## config.mk

```make
export PLATFORM = sky130hd
export DESIGN_NAME = keypad_lock_ctrl_flat
export DESIGN_NICKNAME = d
export VERILOG_FILES = /design/src/rtl/keypad_lock_ctrl_if.sv /design/src/rtl/keypad_lock_ctrl.sv /design/src/flat_wrapper.sv
export SDC_FILE = /design/constraint.sdc
export NUM_CORES = 1
export LEC_CHECK = 0
export CAP_MARGIN = 40
export CORE_UTILIZATION = 53
export CTS_CLUSTER_DIAMETER = 150
export DETAILED_ROUTE_END_ITERATION = 10
export GPL_TIMING_DRIVEN = 0
export PLACE_DENSITY_LB_ADDON = 0.25
export SYNTH_ARGS = -nofsm -noshare
export SYNTH_HDL_FRONTEND = slang
export SYNTH_SLANG_ARGS = --single-unit
```

## constraint.sdc

```tcl
create_clock -name clk -period 4.5 [get_ports clk]
set_clock_uncertainty 0.05 [all_clocks]
set_input_delay 0.45 -clock clk [delete_from_list [all_inputs] [get_ports clk]]
set_output_delay 0.45 -clock clk [all_outputs]
set_load 0.005 [all_outputs]
```

## src/rtl/keypad_lock_ctrl_if.sv

```systemverilog
// Keypad-to-lock-controller signal bundle: raw key level/code in, decoded key and lock status out.
// master drives the keypad side, slave is the lock controller.
interface keypad_lock_ctrl_if;
  logic        press;
  logic [3:0]  scan_code;
  logic        key_valid;
  logic [3:0]  key_code;
  logic [2:0]  digit_cnt;
  logic [15:0] entry;
  logic        unlock;
  logic        error;
  logic        locked;

  modport master (
    output press, scan_code,
    input  key_valid, key_code, digit_cnt, entry, unlock, error, locked
  );

  modport slave (
    input  press, scan_code,
    output key_valid, key_code, digit_cnt, entry, unlock, error, locked
  );
endinterface

```

## src/rtl/keypad_lock_ctrl.sv

```systemverilog
// Debounced keypad code lock: key_valid DEB_CYC+1 cycles after first press sample, error one cycle after key_valid.
// No backpressure (level input); define LOCKOUT_EN to lock out all keys for LOCK_CYC cycles after three failed enters.
module keypad_lock_ctrl #(
  parameter int unsigned DEB_CYC  = 4,
  parameter logic [15:0] PASSWORD = 16'h1234,
  parameter int unsigned LOCK_CYC = 1000
) (
  input logic               clk,
  input logic               rst,
  keypad_lock_ctrl_if.slave kp
);

  typedef enum logic [1:0] {IDLE, DEB, ACCEPT, WAIT_REL} state_t;

  localparam int DW = (DEB_CYC > 1) ? $clog2(DEB_CYC) : 1;
  localparam logic [DW-1:0] DEB_LAST = DW'(DEB_CYC - 1);

  state_t        state;
  logic [DW-1:0] deb_cnt;
  logic [3:0]    cap_code;
  logic          key_valid;
  logic [3:0]    key_code;
  logic [2:0]    digit_cnt;
  logic [15:0]   entry;
  logic          unlock;
  logic          err_pend;
  logic          error;
  logic [1:0]    fail_cnt;
  logic          hold_idle;

`ifdef LOCKOUT_EN
  localparam int LW = (LOCK_CYC > 1) ? $clog2(LOCK_CYC) : 1;
  localparam logic [LW-1:0] LOCK_LAST = LW'(LOCK_CYC - 1);

  logic          locked;
  logic [LW-1:0] lock_cnt;

  assign hold_idle = locked;
  assign kp.locked = locked;
`else
  assign hold_idle = 1'b0;
  assign kp.locked = 1'b0;
`endif

  always_ff @(posedge clk or negedge rst) begin
    if (!rst) begin
      state     <= IDLE;
      deb_cnt   <= '0;
      cap_code  <= 4'h0;
      key_valid <= 1'b0;
      key_code  <= 4'h0;
      digit_cnt <= 3'd0;
      entry     <= 16'h0;
      unlock    <= 1'b0;
      err_pend  <= 1'b0;
      error     <= 1'b0;
      fail_cnt  <= 2'd0;
`ifdef LOCKOUT_EN
      locked    <= 1'b0;
      lock_cnt  <= '0;
`endif
    end else begin
      key_valid <= 1'b0;
      err_pend  <= 1'b0;
      error     <= err_pend;
`ifdef LOCKOUT_EN
      if (locked) begin
        if (lock_cnt == LOCK_LAST) begin
          locked   <= 1'b0;
          lock_cnt <= '0;
          fail_cnt <= 2'd0;
        end else begin
          lock_cnt <= lock_cnt + LW'(1);
        end
      end
`endif
      if (hold_idle) begin
        state <= IDLE;
      end else begin
        case (state)
          IDLE: begin
            if (kp.press) begin
              state    <= DEB;
              cap_code <= kp.scan_code;
              deb_cnt  <= '0;
            end
          end
          DEB: begin
            if (!kp.press || (kp.scan_code != cap_code)) begin
              state <= IDLE;
            end else if (deb_cnt == DEB_LAST) begin
              state <= ACCEPT;
            end else begin
              deb_cnt <= deb_cnt + DW'(1);
            end
          end
          ACCEPT: begin
            // Input is not looked at here, so a release during ACCEPT is seen in WAIT_REL.
            state     <= WAIT_REL;
            key_valid <= 1'b1;
            key_code  <= cap_code;
            if (cap_code <= 4'd9) begin
              if (digit_cnt != 3'd4) begin
                entry     <= {entry[11:0], cap_code};
                digit_cnt <= digit_cnt + 3'd1;
              end
            end else if (cap_code == 4'hB) begin
              entry     <= 16'h0;
              digit_cnt <= 3'd0;
              unlock    <= 1'b0;
            end else if (cap_code == 4'hA) begin
              entry     <= 16'h0;
              digit_cnt <= 3'd0;
              if ((digit_cnt == 3'd4) && (entry == PASSWORD)) begin
                unlock   <= 1'b1;
                fail_cnt <= 2'd0;
              end else begin
                err_pend <= 1'b1;
                if (fail_cnt != 2'd3) begin
                  fail_cnt <= fail_cnt + 2'd1;
                end
`ifdef LOCKOUT_EN
                if (fail_cnt == 2'd2) begin
                  locked   <= 1'b1;
                  lock_cnt <= '0;
                end
`endif
              end
            end
          end
          WAIT_REL: begin
            if (!kp.press) begin
              state <= IDLE;
            end
          end
          default: state <= IDLE;
        endcase
      end
    end
  end

  assign kp.key_valid = key_valid;
  assign kp.key_code  = key_code;
  assign kp.digit_cnt = digit_cnt;
  assign kp.entry     = entry;
  assign kp.unlock    = unlock;
  assign kp.error     = error;

endmodule

```

## src/flat_wrapper.sv

```systemverilog
// flat-port wrapper written by rule: the top's interface ports become plain ports
module keypad_lock_ctrl_flat 
#(
  parameter int unsigned DEB_CYC  = 4,
  parameter logic [15:0] PASSWORD = 16'h1234,
  parameter int unsigned LOCK_CYC = 1000
)
  (clk, rst, kp_press, kp_scan_code, kp_key_valid, kp_key_code, kp_digit_cnt, kp_entry, kp_unlock, kp_error, kp_locked);
  keypad_lock_ctrl_if kp_i ();
  input logic clk;
  input logic rst;
  input wire logic [$bits(kp_i.press)-1:0] kp_press;
  input wire logic [$bits(kp_i.scan_code)-1:0] kp_scan_code;
  output wire logic [$bits(kp_i.key_valid)-1:0] kp_key_valid;
  output wire logic [$bits(kp_i.key_code)-1:0] kp_key_code;
  output wire logic [$bits(kp_i.digit_cnt)-1:0] kp_digit_cnt;
  output wire logic [$bits(kp_i.entry)-1:0] kp_entry;
  output wire logic [$bits(kp_i.unlock)-1:0] kp_unlock;
  output wire logic [$bits(kp_i.error)-1:0] kp_error;
  output wire logic [$bits(kp_i.locked)-1:0] kp_locked;
  assign kp_i.press = kp_press;
  assign kp_i.scan_code = kp_scan_code;
  assign kp_key_valid = kp_i.key_valid;
  assign kp_key_code = kp_i.key_code;
  assign kp_digit_cnt = kp_i.digit_cnt;
  assign kp_entry = kp_i.entry;
  assign kp_unlock = kp_i.unlock;
  assign kp_error = kp_i.error;
  assign kp_locked = kp_i.locked;
  keypad_lock_ctrl #(.DEB_CYC(DEB_CYC), .PASSWORD(PASSWORD), .LOCK_CYC(LOCK_CYC)) u_core (.clk(clk), .rst(rst), .kp(kp_i));
endmodule
```

==> results of run 1 <==
-- where the power goes --
| group | switching, mW | internal, mW |
|---|---|---|
| combinational | 0.0272 | 0.0170 |
| clock | 0.101 | 0.0918 |
| sequential | 0.00558 | 0.320 |
-- layout by cell type (no fill, tap or decap), types with 2 or more instances in the layout --
cell / Yosys / routed
mux2i_1: 3 / 3
a22o_1: 14 / 14
o21ai_0: 6 / 6
nand2_1: 28 / 28
dfrtp_1: 35 / 35
buf_2: 5 / 6
inv_1: 4 / 4
clkbuf_8: 0 / 2
nor2b_1: 2 / 2
clkbuf_4: 0 / 5
nor2_1: 2 / 2
clkdlybuf4s50_1: 0 / 31
nand3_1: 2 / 2
nor3_1: 4 / 4
xor2_1: 4 / 4
a21oi_1: 2 / 2
buf_6: 2 / 2
nand2b_1: 3 / 3
ha_1: 3 / 3
-- cells by family (layout without fill, tap and decap cells) --
| group | after synthesis | count (layout) | synth area share (%) |
|---|---|---|---|
| compound gates | 28 | 28 | 13.62 |
| xor+xnor | 4 | 4 | 2.297 |
| fa+ha+maj | 3 | 3 | 2.461 |
| buf+inv | 13 | 53 | 4.839 |
| flops | 35 | 35 | 57.42 |
| mux | 4 | 4 | 2.707 |
| other cells | 1 | 1 | 0.2459 |
| simple gates | 50 | 50 | 16.41 |
-- cell type report --
type / instances / area (µm²) / share of cell area, %
sequential: 35 / 875.8 / 44.96
multi-input combinational: 90 / 575.6 / 29.54
timing repair buffer: 32 / 315.3 / 16.18
clock buffer: 8 / 68.82 / 3.532
buffer: 8 / 55.05 / 2.826
tap: 31 / 38.79 / 1.991
inverter: 5 / 18.77 / 0.9634
-- synthesized netlist by cell type, types with 2 or more instances --
cell and count:
nor2_1 2, o21ai_0 6, buf_2 5, buf_6 2, xor2_1 4, a21oi_1 2
nand2b_1 3, mux2i_1 3, dfrtp_1 35, ha_1 3, a22o_1 14, inv_1 4
nand2_1 28, nor2b_1 2, nand3_1 2, nor3_1 4
-- layer usage --
metal	track usage, %	wire length (µm)	up-vias
met5	0	0	-
met1	27.46	1244	580
met4	10.36	75	0
li1	-	-	556
met2	38.73	1672	36
met3	7.907	165	8
-- metrics by stage --
| stage | power (mW) | utilization, % | worst slack, ps | instance area, µm² | instances |
|---|---|---|---|---|---|
| after floorplan | 0.3571 | - | 2835 | 1525 | 138 |
| after global placement | 0.3740 | 68.92 | 2257 | 1884 | 201 |
| after detailed placement | 0.3762 | 68.74 | 2502 | 1879 | 201 |
| after CTS | 0.5706 | 71.26 | 2685 | 1948 | 209 |
| after global routing | 0.5895 | 71.26 | 2631 | 1948 | 209 |
| final | 0.5633 | 71.26 | 2699 | 1948 | 209 |
-- sequential cells by signal (all words and copies together) (netlist names), named ones only --
register / flops
u_core.kp.error: 1
u_core.kp.entry: 16
u_core.kp.unlock: 1
u_core.state: 1
u_core.kp.key_code: 4
u_core.deb_cnt: 2
u_core.kp.key_valid: 1
u_core.err_pend: 1
u_core.kp.digit_cnt: 3
u_core.cap_code: 4
-- worst min path at each step --
stage / startpoint / endpoint / slack, ps / cells after the start
2_1_floorplan: rst / asynchronous set/reset pin / 100 / 0
3_3_place_gp: u_core.err_pend / u_core.kp.error / 280 / 0
3_5_place_dp: u_core.err_pend / u_core.kp.error / 290 / 0
4_1_cts: rst / u_core.kp.entry[13] / 130 / 1
5_1_grt: rst / u_core.kp.error / 170 / 1
6_report: rst / u_core.kp.key_code[2] / 110 / 1
-- critical path: cells and delay by family, from the launching register on --
family	cells	cell delay [ps]
DFF	1	380
adders and majority gates	1	210
and+or+nand+nor	1	190
muxes	1	280
AOI/OAI and AO/OA	1	310
buffers and inverters	2	270
==> impl_metrics.csv, run 1 <==
group,metric,value,unit
clocking,cts_max_path_buffers,2,
sta,max_freq,555.2,MHz
sta,setup_tns,0,ps
setup_path,cp.arrival,1990,ps
setup_path,crit-reg2reg-capture,"u_core.kp.digit_cnt[0]",
die,die_h,55.65,µm
power_and_ir_drop,ir_worst_vdd,0.2459,mV
setup_path,crit_chain,"inv_1 > ha_1 > and2_1 > a221o_1 > buf_2 > mux2_2",
die,fp-row-count,19,
clocking,clkSinkCount,35,
yosys,synthCells,138,
placement,io_buffers,32,
yosys,syn_area_per_cell,11.05,µm²
sta,hold_ws,105.5,ps
finish,nets,187,
sta,fin_crit,1801,ps
clocking,clk_latency,350,ps
yosys,ys_ff_latch,35,
setup_path,critPathRequiredTime,4690,ps
detailed_routing,firstDrtPassIters,4,
clocking,postCtsSetupRepairBufs,0,
setup_path,crit_fanout,10,
yosys,synth_top_cell_area_share,57.42,%
detailed_routing,ant_nets,0,
setup_path,reg2regPathDepth,6,
sta,worstMarginPinSlew,744.2,ps
yosys,synth_fp_nets,148,
grt,antenna_found_initial,0,
grt,gr-total-overflow,0,
sta,slew_violations,0,
yosys,yosys.area.top_type,"dfrtp_1",
placement,gp_congestion,0.7771,
flow_run,drv_cap,0,
power_and_ir_drop,p_leak,0.9367,nW
clocking,cts_tree,"built",
detailed_routing,wl_per_cell,15.11,µm
placement,dp_hpwl,2373,µm
die,die_area,3096,µm²
setup_path,r2r_slack,2700,ps
setup_path,start_kind,"flop",
detailed_routing,wl,3158,µm
setup_path,startpoint,"u_core.kp.digit_cnt[0]",
sta,timing.final.crit_share,40.02,%
sta,final-setup-viol-count,0,
grt,grt_use_total,23.32,%
setup_path,crit_end,"u_core.kp.digit_cnt[0]",
setup_path,max_stage_delay,380,ps
yosys,seq_area_frac_synth,57.42,%
detailed_routing,drcViolationCount,0,
clocking,htreeDepth,2,
min_path,holdCritPathClass,"in2async",
grt,grt_max_degree,36,
yosys,synth_ff_type,"dfrtp_1",
setup_path,crit_slowest_cell,"dfrtp_1",
finish,nFillCells,208,
grt,grt_pass1_wl,5382,µm
detailed_routing,vias_per_cell,5.646,
setup_path,worstSetupPathType,"reg2reg",
yosys,syn_area,1525,µm²
detailed_routing,vias,1180,
sta,relSlewSlack,50.39,%
detailed_routing,drtIter0Drc,36,
setup_path,reg2reg_from,"u_core.kp.digit_cnt[0]",
die,core_area,2734,µm²
outcome,status,"finished clean",
clocking,numCtsBuffers,5,
clocking,clk_pin_slew,100,ps
setup_path,end_kind,"flop",
clocking,postCtsHoldBufs,0,
sta,rsz0062_at_grt,"no",
grt,grt_pass1_vias,1126,
clocking,cts_root_buffer,"clkbuf_4",
yosys,ys_async_sr_fraction,100.0,%
sta,final-hold-violation-count,0,
clocking,cts_resized,0,
die,pin_count,34,
yosys,synth_cell_types,35,
die,start_util,55.79,%
finish,antennaDiodeCount,0,
yosys,synthTopCellsByArea,"dfrtp_1, a22o_1, nand2_1",
finish,syn_to_final_growth,27.73,%
die,die_w,55.65,µm
yosys,yosysWarnings,0,
yosys,synth-edff-count,0,
finish,final_layout_size_suffix_gt1_share,11.80,%
power_and_ir_drop,power.density,289.2,nW/µm²
No activity file was read; power rests on OpenSTA's default activity.
==> run 2, diff against run 1 <==
- CORE_UTILIZATION: 53 -> 49
- clock period: 4.5 -> 1.84 ns (I/O delays scaled with it)
==> impl_metrics.csv, run 2 (synthesized netlist as in run 1, its figures left out) <==
group,metric,value,unit
outcome,status,"finished, violations left",
outcome,violations,"design-rule violations",
sta,max_freq,569.9,MHz
sta,final-setup-viol-count,0,
sta,timing.final.crit_share,95.37,%
die,die_h,57.79,µm
sta,relSlewSlack,49.59,%
setup_path,crit_fanout,10,
sta,slew_violations,0,
power_and_ir_drop,p_leak,0.9461,nW
min_path,hp-start,"u_core.err_pend",
sta,setup_tns,0,ps
clocking,numCtsBuffers,5,
setup_path,reg2regPathDepth,6,
detailed_routing,vias,1192,
die,die_w,57.79,µm
flow_run,drv_cap,0,
die,pin_count,34,
grt,grt_pass1_wl,5278,µm
detailed_routing,ant_nets,0,
grt,grt_use_total,21.66,%
min_path,holdCritPathClass,"reg2reg",
clocking,postCtsSetupRepairBufs,0,
die,die_area,3340,µm²
min_path,worstHoldPathCells,0,
min_path,min_to,"u_core.kp.error",
detailed_routing,vias_per_cell,5.676,
sta,worstMarginPinSlew,756.1,ps
die,start_util,53.46,%
finish,nets,188,
setup_path,cp.arrival,1940,ps
die,core_area,2853,µm²
die,fp-row-count,19,
clocking,clk_latency,340,ps
setup_path,worstSetupPathType,"reg2reg",
power_and_ir_drop,total_power,1.376,mW
clocking,cts_max_path_buffers,2,
finish,largestRegisters,"u_core.kp.entry (16), u_core.cap_code (4), u_core.kp.key_code (4)",
sta,setup_ws,85.21,ps
detailed_routing,drtIter0Drc,44,
detailed_routing,firstDrtPassIters,9,
clocking,htreeDepth,2,
clocking,clkSinkCount,35,
sta,fin_crit,1755,ps
grt,grt_pass1_vias,1180,
placement,io_buffers,32,
setup_path,crit-reg2reg-capture,"u_core.kp.digit_cnt[0]",
setup_path,critPathRequiredTime,2020,ps
detailed_routing,wl,3109,µm
placement,pre_cts_slack,58.66,ps
finish,largest_reg_flops,16,
setup_path,start_kind,"flop",
power_and_ir_drop,power.density,700.2,nW/µm²
setup_path,end_kind,"flop",
setup_path,reg2reg_from,"u_core.kp.digit_cnt[0]",
clocking,cts_tree,"built",
setup_path,r2r_slack,90,ps
finish,antennaDiodeCount,0,
detailed_routing,drcViolationCount,1,
finish,final_common_cell,"dfrtp_1",
placement,gp_congestion,0.7922,
finish,regMostFlops,"u_core.kp.entry",
finish,final_layout_size_suffix_gt1_share,12.29,%
sta,hold_ws,310.8,ps
grt,gr-total-overflow,0,
power_and_ir_drop,ir_worst_vdd,0.4626,mV
clocking,clk_pin_slew,100,ps
finish,mostFrequentLayoutCells,"dfrtp_1, clkdlybuf4s50_1, nand2_1",
placement,dp_hpwl,2199,µm
clocking,cts_root_buffer,"clkbuf_4",
detailed_routing,wl_per_cell,14.80,µm
finish,syn_to_final_growth,28.88,%
sta,final-hold-violation-count,0,
sta,rsz0062_at_grt,"no",
grt,antenna_found_initial,0,
grt,grt_max_degree,36,
==> run 2: routing by layer <==
metal  vias to the layer above  part of all wire [%]  wire length (µm)  global-route usage [%]
li1                        556                     -                 -                       -
met1                       595                    43              1337                   26.68
met2                        34                    50              1561                   36.21
met3                         7                   4.4               137                   5.134
met4                         0                   2.3                73                   10.20
met5                         -                     0                 0                       0
==> run 2: power by group <==
part / switching (mW) / total, mW / internal (mW)
sequential: 0.0138 / 0.797 / 0.783
combinational: 0.0653 / 0.108 / 0.0430
clock: 0.246 / 0.471 / 0.225
total: 0.325 / 1.38 / 1.05
==> run 2: worst max path at each step <==
| stage | from | endpoint | cells after the start |
|---|---|---|---|
| finish | u_core.kp.digit_cnt[0] | u_core.kp.digit_cnt[0] | 6 |
| global route | u_core.kp.digit_cnt[0] | u_core.kp.entry[12] | 6 |
| CTS | u_core.kp.digit_cnt[0] | u_core.kp.digit_cnt[0] | 6 |
| detailed placement | u_core.kp.digit_cnt[0] | u_core.kp.digit_cnt[0] | 6 |
| global placement | rst | u_core.deb_cnt[0] | 1 |
| floorplan | u_core.kp.digit_cnt[0] | u_core.kp.digit_cnt[0] | 6 |
==> run 2: area by class of cell <==
cell class	instances	area (µm²)
Inverter	5	18.77
Tap cell	31	38.79
Fill cell	234	887.1
Clock buffer	8	68.82
Sequential cell	35	875.8
Multi-Input combinational cell	90	578.1
Buffer	8	60.06
Timing Repair Buffer	33	325.3
==> run 2: critical path, cell delays in order, from the launching register on <==
cell and delay [ps]:
dfrtp_1 390, inv_1 80, ha_1 220, and2_4 170
a221o_1 300, buf_4 180, mux2_2 270
==> run 2: metrics by stage <==
stage / area [µm²] / cells / utilization (%)
detailed placement: 1879 / 201 / 65.88
finish: 1966 / 210 / 68.90
floorplan: 1525 / 138 / -
CTS: 1958 / 210 / 68.64
global placement: 1884 / 201 / 66.05
global route: 1966 / 210 / 68.90
==> run 2: timing repair <==
item	4_1_cts	5_1_grt
endpoints found under the hold margin	35	0
hold buffers	1	0
resized for setup	0	5
endpoints found under the setup margin	0	2
==> run 3, diff against run 2 <==
- CELL_PAD_IN_SITES_DETAIL_PLACEMENT: default -> 1
- CELL_PAD_IN_SITES_GLOBAL_PLACEMENT: default -> 1
- CORE_UTILIZATION: 49 -> 38
- CTS_CLUSTER_SIZE: default -> 24
==> impl_metrics.csv, run 3 (synthesized netlist as in run 1, its figures left out) <==
group,metric,value,unit
setup_path,crit_slowest_cell,"dfrtp_1",
sta,hold_ws,311.7,ps
sta,timing.final.crit_share,96.46,%
sta,final-hold-violation-count,0,
placement,placed_area,1901,µm²
grt,grt_use_met3,5.903,%
detailed_routing,drcViolationCount,0,
setup_path,critPathTopFamily,"flip-flops",
setup_path,cp.arrival,1910,ps
min_path,holdCritPathClass,"reg2reg",
setup_path,crit_fanout,10,
sta,relSlewSlack,48.93,%
die,die_area,4271,µm²
setup_path,critPathRequiredTime,1980,ps
sta,slew_violations,0,
finish,largest_reg_flops,16,
clocking,cts_max_path_buffers,2,
grt,grtUsageMet1,23.15,%
die,pin_count,34,
sta,rsz0062_at_grt,"yes",
clocking,htreeDepth,2,
finish,antennaDiodeCount,0,
finish,final_common_cell,"dfrtp_1",
setup_path,r2r_slack,70,ps
die,die_h,65.36,µm
detailed_routing,wl_per_cell,15.83,µm
grt,grt_pass1_vias,1190,
clocking,clkSinkCount,35,
finish,largestRegisters,"u_core.kp.entry (16), u_core.cap_code (4), u_core.kp.key_code (4)",
finish,final_util,54.45,%
placement,dp_hpwl,2625,µm
power_and_ir_drop,power.density,790.1,nW/µm²
clocking,cts_resized,0,
flow_run,drv_cap,0,
finish,syn_to_final_growth,33.63,%
finish,mostFrequentLayoutCells,"dfrtp_1, clkdlybuf4s50_1, nand2_1",
grt,grt_max_degree,36,
sta,final-setup-viol-count,0,
die,start_util,40.74,%
clocking,cts_tree,"built",
detailed_routing,ant_nets,0,
die,die_w,65.36,µm
grt,grt_use_total,19.43,%
setup_path,max_stage_delay,400,ps
finish,final_area,2038,µm²
sta,max_freq,563.4,MHz
clocking,clk_latency,290,ps
detailed_routing,drtIter0Drc,60,
detailed_routing,wl,3624,µm
finish,final_layout_size_suffix_gt1_share,13.26,%
finish,regMostFlops,"u_core.kp.entry",
setup_path,start_kind,"flop",
clocking,numCtsBuffers,5,
detailed_routing,vias_per_cell,5.223,
sta,fin_crit,1775,ps
power_and_ir_drop,p_leak,0.9713,nW
grt,use_met2,32.60,%
grt,antenna_found_initial,0,
power_and_ir_drop,ir_worst_vdd,0.4488,mV
placement,io_buffers,32,
die,fp-row-count,22,
finish,nets,190,
detailed_routing,firstDrtPassIters,4,
clocking,cts_root_buffer,"clkbuf_8",
grt,grt_pass1_wl,6044,µm
setup_path,worst-path-buf-inv,2,
placement,gp_congestion,0.7668,
outcome,status,"finished clean",
clocking,clk_pin_slew,80,ps
setup_path,crit_chain,"inv_1 > ha_1 > and2_1 > a221o_1 > buf_2 > mux2_2",
detailed_routing,vias,1196,
grt,busiest_layer,"met2",
die,core_area,3744,µm²
setup_path,worstSetupPathType,"reg2reg",
grt,gr-total-overflow,0,
sta,worstMarginPinSlew,766.1,ps
setup_path,end_kind,"flop",
-- run 3: worst paths after layout --
path,from,to,cells after the start
worst max-delay path,u_core.kp.digit_cnt[1],u_core.kp.digit_cnt[0],6
worst min-delay path,u_core.err_pend,u_core.kp.error,0
worst max register to register,u_core.kp.digit_cnt[1],u_core.kp.digit_cnt[0],6
worst min register to register,u_core.err_pend,u_core.kp.error,0
max in group asynchronous,rst,u_core.kp.digit_cnt[2],2
min in group asynchronous,rst,u_core.kp.entry[0],2
-- run 3: metal layers --
metal | wire, µm | up-vias
li1 | - | 560
met1 | 1570 | 597
met2 | 1807 | 33
met3 | 177 | 6
met4 | 68 | 0
met5 | 0 | -
-- run 3: where the power goes --
group,total (mW),switching (mW),internal [mW]
logic,0.114,0.0710,0.0430
clock network,0.698,0.295,0.403
registers,0.799,0.0152,0.784
total,1.61,0.381,1.23
-- run 3: per-stage QoR --
stage / instances / setup WS, ps / TNS (ps) / power (mW)
floorplan: 138 / 174.6 / 0 / 0.8734
global placement: 218 / -180.4 / -6274 / 0.9171
detailed placement: 218 / -12.05 / -12.05 / 0.9267
CTS: 227 / 23.38 / 0 / 1.627
global route: 229 / -19.17 / -40.44 / 1.668
finish: 229 / 65.17 / 0 / 1.610
-- run 3: what timing repair did --
action | CTS | global route
hold buffers | 1 | 0
endpoints found under the hold margin | 35 | 0
endpoints found under the setup margin | 0 | 16
setup buffers | 0 | 2
-- run 3: worst register-to-register path: stages (launching register included) --
cell and delay (ps):
dfrtp_1 400, inv_1 60, ha_1 180, and2_1 200, a221o_1 320, buf_2 190
mux2_2 270
-- run 3: area by class of cell --
| cell class | instances | area [µm²] |
|---|---|---|
| clock inverter | 3 | 43.79 |
| timing repair buffer | 35 | 340.3 |
| tap | 48 | 60.06 |
| clock buffer | 5 | 68.82 |
| sequential | 35 | 875.8 |
| buffer | 8 | 55.05 |
| inverter | 5 | 18.77 |
| multi-input combinational | 90 | 575.6 |
| fill | 422 | 1705 |
